[src/rtl/cbc_decrypt_stream.sv]
// Streaming CBC decryptor: PT = CT ^ expanded key ^ previous CT (IV for the first block),
// delivered through a one-deep registered output stage with full backpressure.
module cbc_decrypt_stream #(
   parameter int BLOCK_SIZE = 8,
   parameter int SYNC_SIZE  = 32,
   parameter int CNT_W      = 16
) (
   input  logic                  clk,
   input  logic                  rst_n,
   input  logic [BLOCK_SIZE-1:0] key,
   input  logic [SYNC_SIZE-1:0]  iv,
   input  logic                  start,
   input  logic                  in_valid,
   output logic                  in_ready,
   input  logic [SYNC_SIZE-1:0]  in_data,
   input  logic                  in_last,
   output logic                  out_valid,
   input  logic                  out_ready,
   output logic [SYNC_SIZE-1:0]  out_data,
   output logic                  out_last,
   output logic                  busy,
   output logic [CNT_W-1:0]      blk_count
);

   // state | meaning
   // IDLE  | waiting for start; no beats accepted
   // RUN   | accepting ciphertext until the last beat is taken
   // DRAIN | last plaintext beat waiting for the consumer
   typedef enum logic [1:0] {ST_IDLE, ST_RUN, ST_DRAIN} state_t;

   localparam logic [CNT_W-1:0] CNT_ONE = 1;

   state_t                 r_state;
   state_t                 w_state_nxt;
   logic [SYNC_SIZE-1:0]   r_chain;
   logic [SYNC_SIZE-1:0]   r_out_data;
   logic                   r_out_valid;
   logic                   r_out_last;
   logic [CNT_W-1:0]       r_blk_count;
   logic [SYNC_SIZE-1:0]   w_kexp;
   logic                   w_accept;
   logic                   w_start_ok;
   logic                   w_out_hs;

   // The key is tiled across the data width.
   for (genvar gi = 0; gi < SYNC_SIZE; gi++) begin : g_kexp
      assign w_kexp[gi] = key[gi % BLOCK_SIZE];
   end

   assign in_ready   = (r_state == ST_RUN) && (!r_out_valid || out_ready);
   assign w_accept   = in_valid && in_ready;
   assign w_start_ok = (r_state == ST_IDLE) && start;
   assign w_out_hs   = r_out_valid && out_ready;

   always_comb begin
      w_state_nxt = r_state;
      case (r_state)
         ST_IDLE:  if (start) w_state_nxt = ST_RUN;
         ST_RUN:   if (w_accept && in_last) w_state_nxt = ST_DRAIN;
         ST_DRAIN: if (w_out_hs && r_out_last) w_state_nxt = ST_IDLE;
         default:  w_state_nxt = ST_IDLE;
      endcase
   end

   always_ff @(posedge clk or negedge rst_n) begin
      if (!rst_n) begin
         r_state <= ST_IDLE;
      end else begin
         r_state <= w_state_nxt;
      end
   end

   always_ff @(posedge clk or negedge rst_n) begin
      if (!rst_n) begin
         r_chain     <= '0;
         r_out_data  <= '0;
         r_out_valid <= 1'b0;
         r_out_last  <= 1'b0;
         r_blk_count <= '0;
      end else begin
         if (w_start_ok) begin
            r_chain     <= iv;
            r_blk_count <= '0;
         end
         // A same-cycle output handshake and accept simply reloads the stage.
         if (w_accept) begin
            r_out_data  <= in_data ^ w_kexp ^ r_chain;
            r_out_last  <= in_last;
            r_out_valid <= 1'b1;
            r_chain     <= in_data;
            if (r_blk_count != '1) r_blk_count <= r_blk_count + CNT_ONE;
         end else if (w_out_hs) begin
            r_out_valid <= 1'b0;
         end
      end
   end

   assign out_valid = r_out_valid;
   assign out_data  = r_out_data;
   assign out_last  = r_out_last;
   assign busy      = (r_state != ST_IDLE);
   assign blk_count = r_blk_count;

endmodule

[config.mk]
export PLATFORM = sky130hd
export DESIGN_NAME = cbc_decrypt_stream
export DESIGN_NICKNAME = d
export VERILOG_FILES = /design/src/rtl/cbc_decrypt_stream.sv
export SDC_FILE = /design/constraint.sdc
export NUM_CORES = 1
export LEC_CHECK = 0
export CAP_MARGIN = 40
export CORE_AREA = 2 2 94 96
export CTS_CLUSTER_SIZE = 40
export DETAILED_ROUTE_END_ITERATION = 6
export DIE_AREA = 0 0 96 98
export PLACE_DENSITY = 0.9
export SLEW_MARGIN = 20
export SYNTH_ARGS = -nofsm -noshare
export SYNTH_HDL_FRONTEND = slang
export SYNTH_SLANG_ARGS = --single-unit
export TNS_END_PERCENT = 100
[constraint.sdc]
create_clock -name clk -period 3 [get_ports clk]
set_input_delay 0.9 -clock clk [delete_from_list [all_inputs] [get_ports clk]]
set_output_delay 0.9 -clock clk [all_outputs]
set_load 0.1 [all_outputs]
==> reports/results.ini, run 1 <==
[clocking]
tritoncts = done
clkLatencyLatePin_ps = 360
cts_resized = 0
cts_buffers = 9
post_cts_buffers = 0
clk_pin_slew_ps = 90
cts-root-buf = clkbuf_8
clk_path_buf_depth = 2
htree_levels = 3
ctsHoldBuffers = 0
clock-sinks = 84

[timing]
rsz0062_at_grt = false
finalCritPeriodShare = 0.9657
period_minus_slack_ps = 2897
finClkSkew_ps = 9.272
slew_violations = 0
final_hold_viol_count = 0
setup_slack_ps = 103.0
tightest_slew_ps = 706.9
slew-limit-headroom = 0.5276
fmax_ghz = 0.3452
finalSetupViolCount = 0

[run]
maxCapViolations = 0

[synth]
yosysSeqAreaShare = 0.5127
synth_nets = 501
synth_edf_count = 0
synth_cell_types = 42
postSynth.asyncResetShare = 1.000
synth-seq-cells = 84
syn_inst = 422
synth-main-ff-cell = dfrtp_1
yosysWarnings = 0
postSynthAreaPerCell_um2 = 9.716
synth_largest_area_cell = dfrtp_1
synth_area_um2 = 4100
synthTopCellsByArea = dfrtp_1, nand2_1, xor2_1, xnor2_1, a22oi_1
synth_top_area_frac = 0.5127

[floorplan]
core_area_um2 = 8466
die_area_um2 = 9408
rows = 34
dieWidth_um = 96
io_pins = 130
fp.dieH_um = 98
initial_core_util = 0.4843

[final_layout]
area_growth_pct = 36.56
drive_gt1_frac = 0.1498
multiInputGateArea_um2 = 1898
diodes = 0
fill_cells = 632
ff_latch_area_um2 = 2102
nets = 628
post-route-cell-area_um2 = 5599

[route]
num_vias = 3628
ant_nets = 0
drc = 0
routed_wirelength_um = 10910
first_pass_iters = 5
routedWlPerCell_um = 16.48
vias_per_cell = 5.480
drtIter0Drc = 138

[power_and_ir_drop]
ir_worst_vdd_v = 0.0008116
finalPower_uw = 6749
leakagePower_uw = 0.002676
p_per_area_nw_per_um2 = 1205

[placement]
pre_cts_ws_ps = 96.59
dpl_cell_area_um2 = 5406
io_buffers = 129
dpl.hpwl_um = 7896
gp_congestion = 0.9248

[global_routing]
grt_util_all_layers = 0.2438
grt_pass1_vias = 3637
grt_max_degree = 70
antenna_found_initial = 0
met3_usage = 0.04784
grt_busiest_layer = met2
grt_pass1_wl_um = 17520
grtUsageMet1 = 0.3164
gr-total-overflow = 0
met2_usage = 0.3921

[worst_setup_path]
r2r_slack_ps = 970
crit_path_end_kind = output port
rr_endpoint = blk_count[13]
critPathKind = input port to output port
ff2ff_path_depth = 5
worstPathArrival_ps = 2000
cp_max_fo = 3
endpoint = in_ready
crit_path_start = out_ready
cp-start-kind = input port
r2r-start = blk_count[0]
worstPathRequired_ps = 2100

[hold_path]
hp-class = flop to flop
whs_path_depth = 2

[outcome]
status = complete, no violations

layout by cell type (no fill, tap or decap), types with 2 or more instances in the layout:
cell type	instances
a211o_1	8
a21oi_1	2
a22oi_1	32
and2_1	2
and3_1	10
buf_12	3
buf_4	59
clkbuf_8	9
clkdlybuf4s50_1	76
clkinv_2	2
clkinv_4	2
dfrtp_1	84
inv_1	2
nand2_1	110
nand3_1	10
nand4_1	4
nor2_1	5
nor3_1	7
nor3b_1	2
o211ai_1	2
o21ai_0	34
xnor2_1	32
xor2_1	33
power by group:
| part | total, µW | internal, µW | switching [µW] |
|---|---|---|---|
| clock network | 797 | 385 | 411 |
| logic | 3980 | 1050 | 2930 |
| registers | 1980 | 1610 | 365 |
| total | 6750 | 3050 | 3700 |
kinds of logic after synthesis:
family / synth area share
adders and majority gates: 0.003051
AOI/OAI and AO/OA: 0.1434
xor gates and xnor gates: 0.1388
and+or+nand+nor: 0.1758
DFF: 0.5127
buffers and inverters: 0.02624
worst min-delay path by stage:
| stage | from | to | slack (ps) |
|---|---|---|---|
| 2_1_floorplan | r_state[1] | r_state[0] | 470 |
| 3_3_place_gp | out_data[30] | out_data[30] | 470 |
| 3_5_place_dp | out_data[16] | out_data[16] | 470 |
| 4_1_cts | out_data[16] | out_data[16] | 490 |
| 5_1_grt | out_data[9] | out_data[9] | 520 |
| 6_report | out_data[16] | out_data[16] | 490 |
metrics by stage:
| step | util | hold slack (ps) | instances | TNS (ps) |
|---|---|---|---|---|
| after CTS | 0.6614 | 492.2 | 662 | 0 |
| final | 0.6614 | 486.2 | 662 | 0 |
| after global routing | 0.6614 | 517.6 | 662 | 0 |
| after global placement | 0.6380 | 465.1 | 646 | -385.5 |
| after detailed placement | 0.6386 | 471.7 | 646 | 0 |
| after floorplan | - | 465.1 | 422 | 0 |
synthesized netlist by cell type, types with 4 or more instances:
cell	instances
o21ai_0	34
nor2_1	6
nor3_1	7
nand4_1	4
a211o_1	8
buf_1	6
clkbuf_1	11
nand3_1	10
nand2_1	110
and3_1	10
a22oi_1	32
dfrtp_1	84
xnor2_1	32
xor2_1	33
layout make-up:
class                   count  area share
flip-flops and latches     84      0.3754
multi-input cells         314      0.3390
repair buffers            138      0.2257
well taps                 108     0.02413
clock buffers              10     0.02279
clock inverters             6     0.01162
inverters                   2    0.001341
per-layer routing:
metal | routed length [µm] | share of wire
met5 | 0 | 0
met4 | 305 | 0.028
met3 | 865 | 0.079
met2 | 5408 | 0.50
met1 | 4331 | 0.40
sequential cells by signal, summed over array words and instances, names as in the netlist:
signal and flops:
out_valid 1, r_chain 32, r_state 2, blk_count 16, out_last 1, out_data 32
critical path, cell delays in order:
cell             delay, ps
clkdlybuf4s50_1        460
nand2b_1               120
buf_4                  120
and3b_1                200
buf_12                 180
(Power assumes the default switching activity.)
==> inputs of run 2 (changes only) <==
MAX_ROUTING_LAYER = met4   (was unset)
==> run 2 against run 1 <==
Sequential share of layout area down 0.22 points. Worst setup slack worse by 35 ps. Clock-buffer cell count up 1. Die area stayed put. Clock skew fell by 3.0 ps. Via count is 0.77% higher. Flip-flop and latch count did not move. Worst hold slack better by 0.77 ps.
==> reports/results.ini, run 2 (synthesized netlist as in run 1, its figures left out) <==
[outcome]
status = complete, no violations

[clocking]
clk_path_buf_depth = 2
cts_resized = 0
ctsHoldBuffers = 0
clkLatencyLatePin_ps = 350
post_cts_buffers = 0
htree_levels = 3
tritoncts = done
clk_pin_slew_ps = 90
cts_buffers = 9
clock-sinks = 84
cts-root-buf = clkbuf_8

[global_routing]
grt_pass1_vias = 3589
gr-total-overflow = 0
grt_pass1_wl_um = 17310
grt_util_all_layers = 0.2445
antenna_found_initial = 0
grt_max_degree = 70

[power_and_ir_drop]
ir_worst_vdd_v = 0.001026
seq_power_share = 0.287
p_per_area_nw_per_um2 = 1215
p_switching_uw = 3685
comb_power_share = 0.579
p_int_uw = 3157
leakagePower_uw = 0.002685
p_sw_frac = 0.5385
power_frac_clock = 0.133

[final_layout]
mostFrequentLayoutCells = nand2_1, dfrtp_1, clkdlybuf4s50_1
post-route-cell-area_um2 = 5632
drive_gt1_frac = 0.1498
fill_cells = 637
area_growth_pct = 37.35
layout_commonest_cell = nand2_1
final_util = 0.6652
nets = 628
diodes = 0

[worst_setup_path]
worstPathRequired_ps = 2100
cp_max_fo = 3
crit_path_end_kind = output port
cp-start-kind = input port
worstPathArrival_ps = 2030
critPathKind = input port to output port

[route]
drc = 0
drtIter0Drc = 150
vias_per_cell = 5.523
ant_nets = 0
routed_wirelength_um = 10690
first_pass_iters = 4
routedWlPerCell_um = 16.15
num_vias = 3656

[timing]
finClkSkew_ps = 6.287
final_hold_viol_count = 0
slew-limit-headroom = 0.5405
rsz0062_at_grt = false
finalSetupViolCount = 0
fmax_ghz = 0.3410
finalCritPeriodShare = 0.9774
tightest_slew_ps = 687.6
slew_violations = 0
whs_ps = 487.0
period_minus_slack_ps = 2932

[floorplan]
rows = 34
io_pins = 130
initial_core_util = 0.4843
fp.dieH_um = 98
die_area_um2 = 9408
core_area_um2 = 8466
dieWidth_um = 96

[placement]
io_buffers = 129
dpl.hpwl_um = 7650
dpl_cell_area_um2 = 5406
gp_congestion = 0.8930

[hold_path]
hp-class = flop to flop

[run]
maxCapViolations = 0

==> run 2: critical path: stages <==
cell	delay [ps]
clkdlybuf4s50_1	480
nand2b_1	140
buf_4	130
and3b_1	200
buf_12	180
==> run 2: power by group through the flow <==
stage | sequential [µW] | clock [µW] | combinational (µW)
2_1_floorplan | 3660 | 0 | 1310
4_1_cts | 1960 | 927 | 3990
3_5_place_dp | 1970 | 0 | 3980
3_3_place_gp | 1950 | 0 | 3900
6_report | 1970 | 912 | 3960
5_1_grt | 2020 | 975 | 4210
==> run 2: metal layers <==
metal,track usage,vias up,routed length [µm]
met2,0.3846,146,5376
met3,0.05324,10,685
met5,-,-,0
li1,-,1699,-
met1,0.3147,1801,4494
met4,0.07692,0,136
==> run 2: through the flow <==
step | power, µW | setup slack, ps | cells | TNS [ps]
after floorplan | 4970 | 262.0 | 422 | 0
after global placement | 5844 | -79.36 | 646 | -390.4
after detailed placement | 5953 | 64.08 | 646 | 0
after CTS | 6872 | 63.46 | 662 | 0
after global routing | 7207 | 31.13 | 662 | 0
final | 6842 | 67.70 | 662 | 0
==> run 2: area by class of cell <==
type	instances	area, µm²	share of cell area
clock buffers	11	141.4	0.02511
clock inverters	5	83.83	0.01489
inverters	2	7.507	0.001333
multi-input cells	314	1898	0.3370
flip-flops and latches	84	2102	0.3733
well taps	108	135.1	0.02399
repair buffers	138	1264	0.2244
==> run 2: worst paths after layout <==
path / from / to / slack, ps / depth (start not counted)
setup / recovery: out_ready / in_ready / 70 / 5
hold / removal: out_data[21] / out_data[21] / 490 / 2
min in group asynchronous: rst_n / blk_count[10] / 560 / 1
max in group asynchronous: rst_n / out_data[31] / 1820 / 2
hold reg to reg: out_data[21] / out_data[21] / 490 / 2
setup reg to reg: r_state[0] / blk_count[2] / 990 / 5
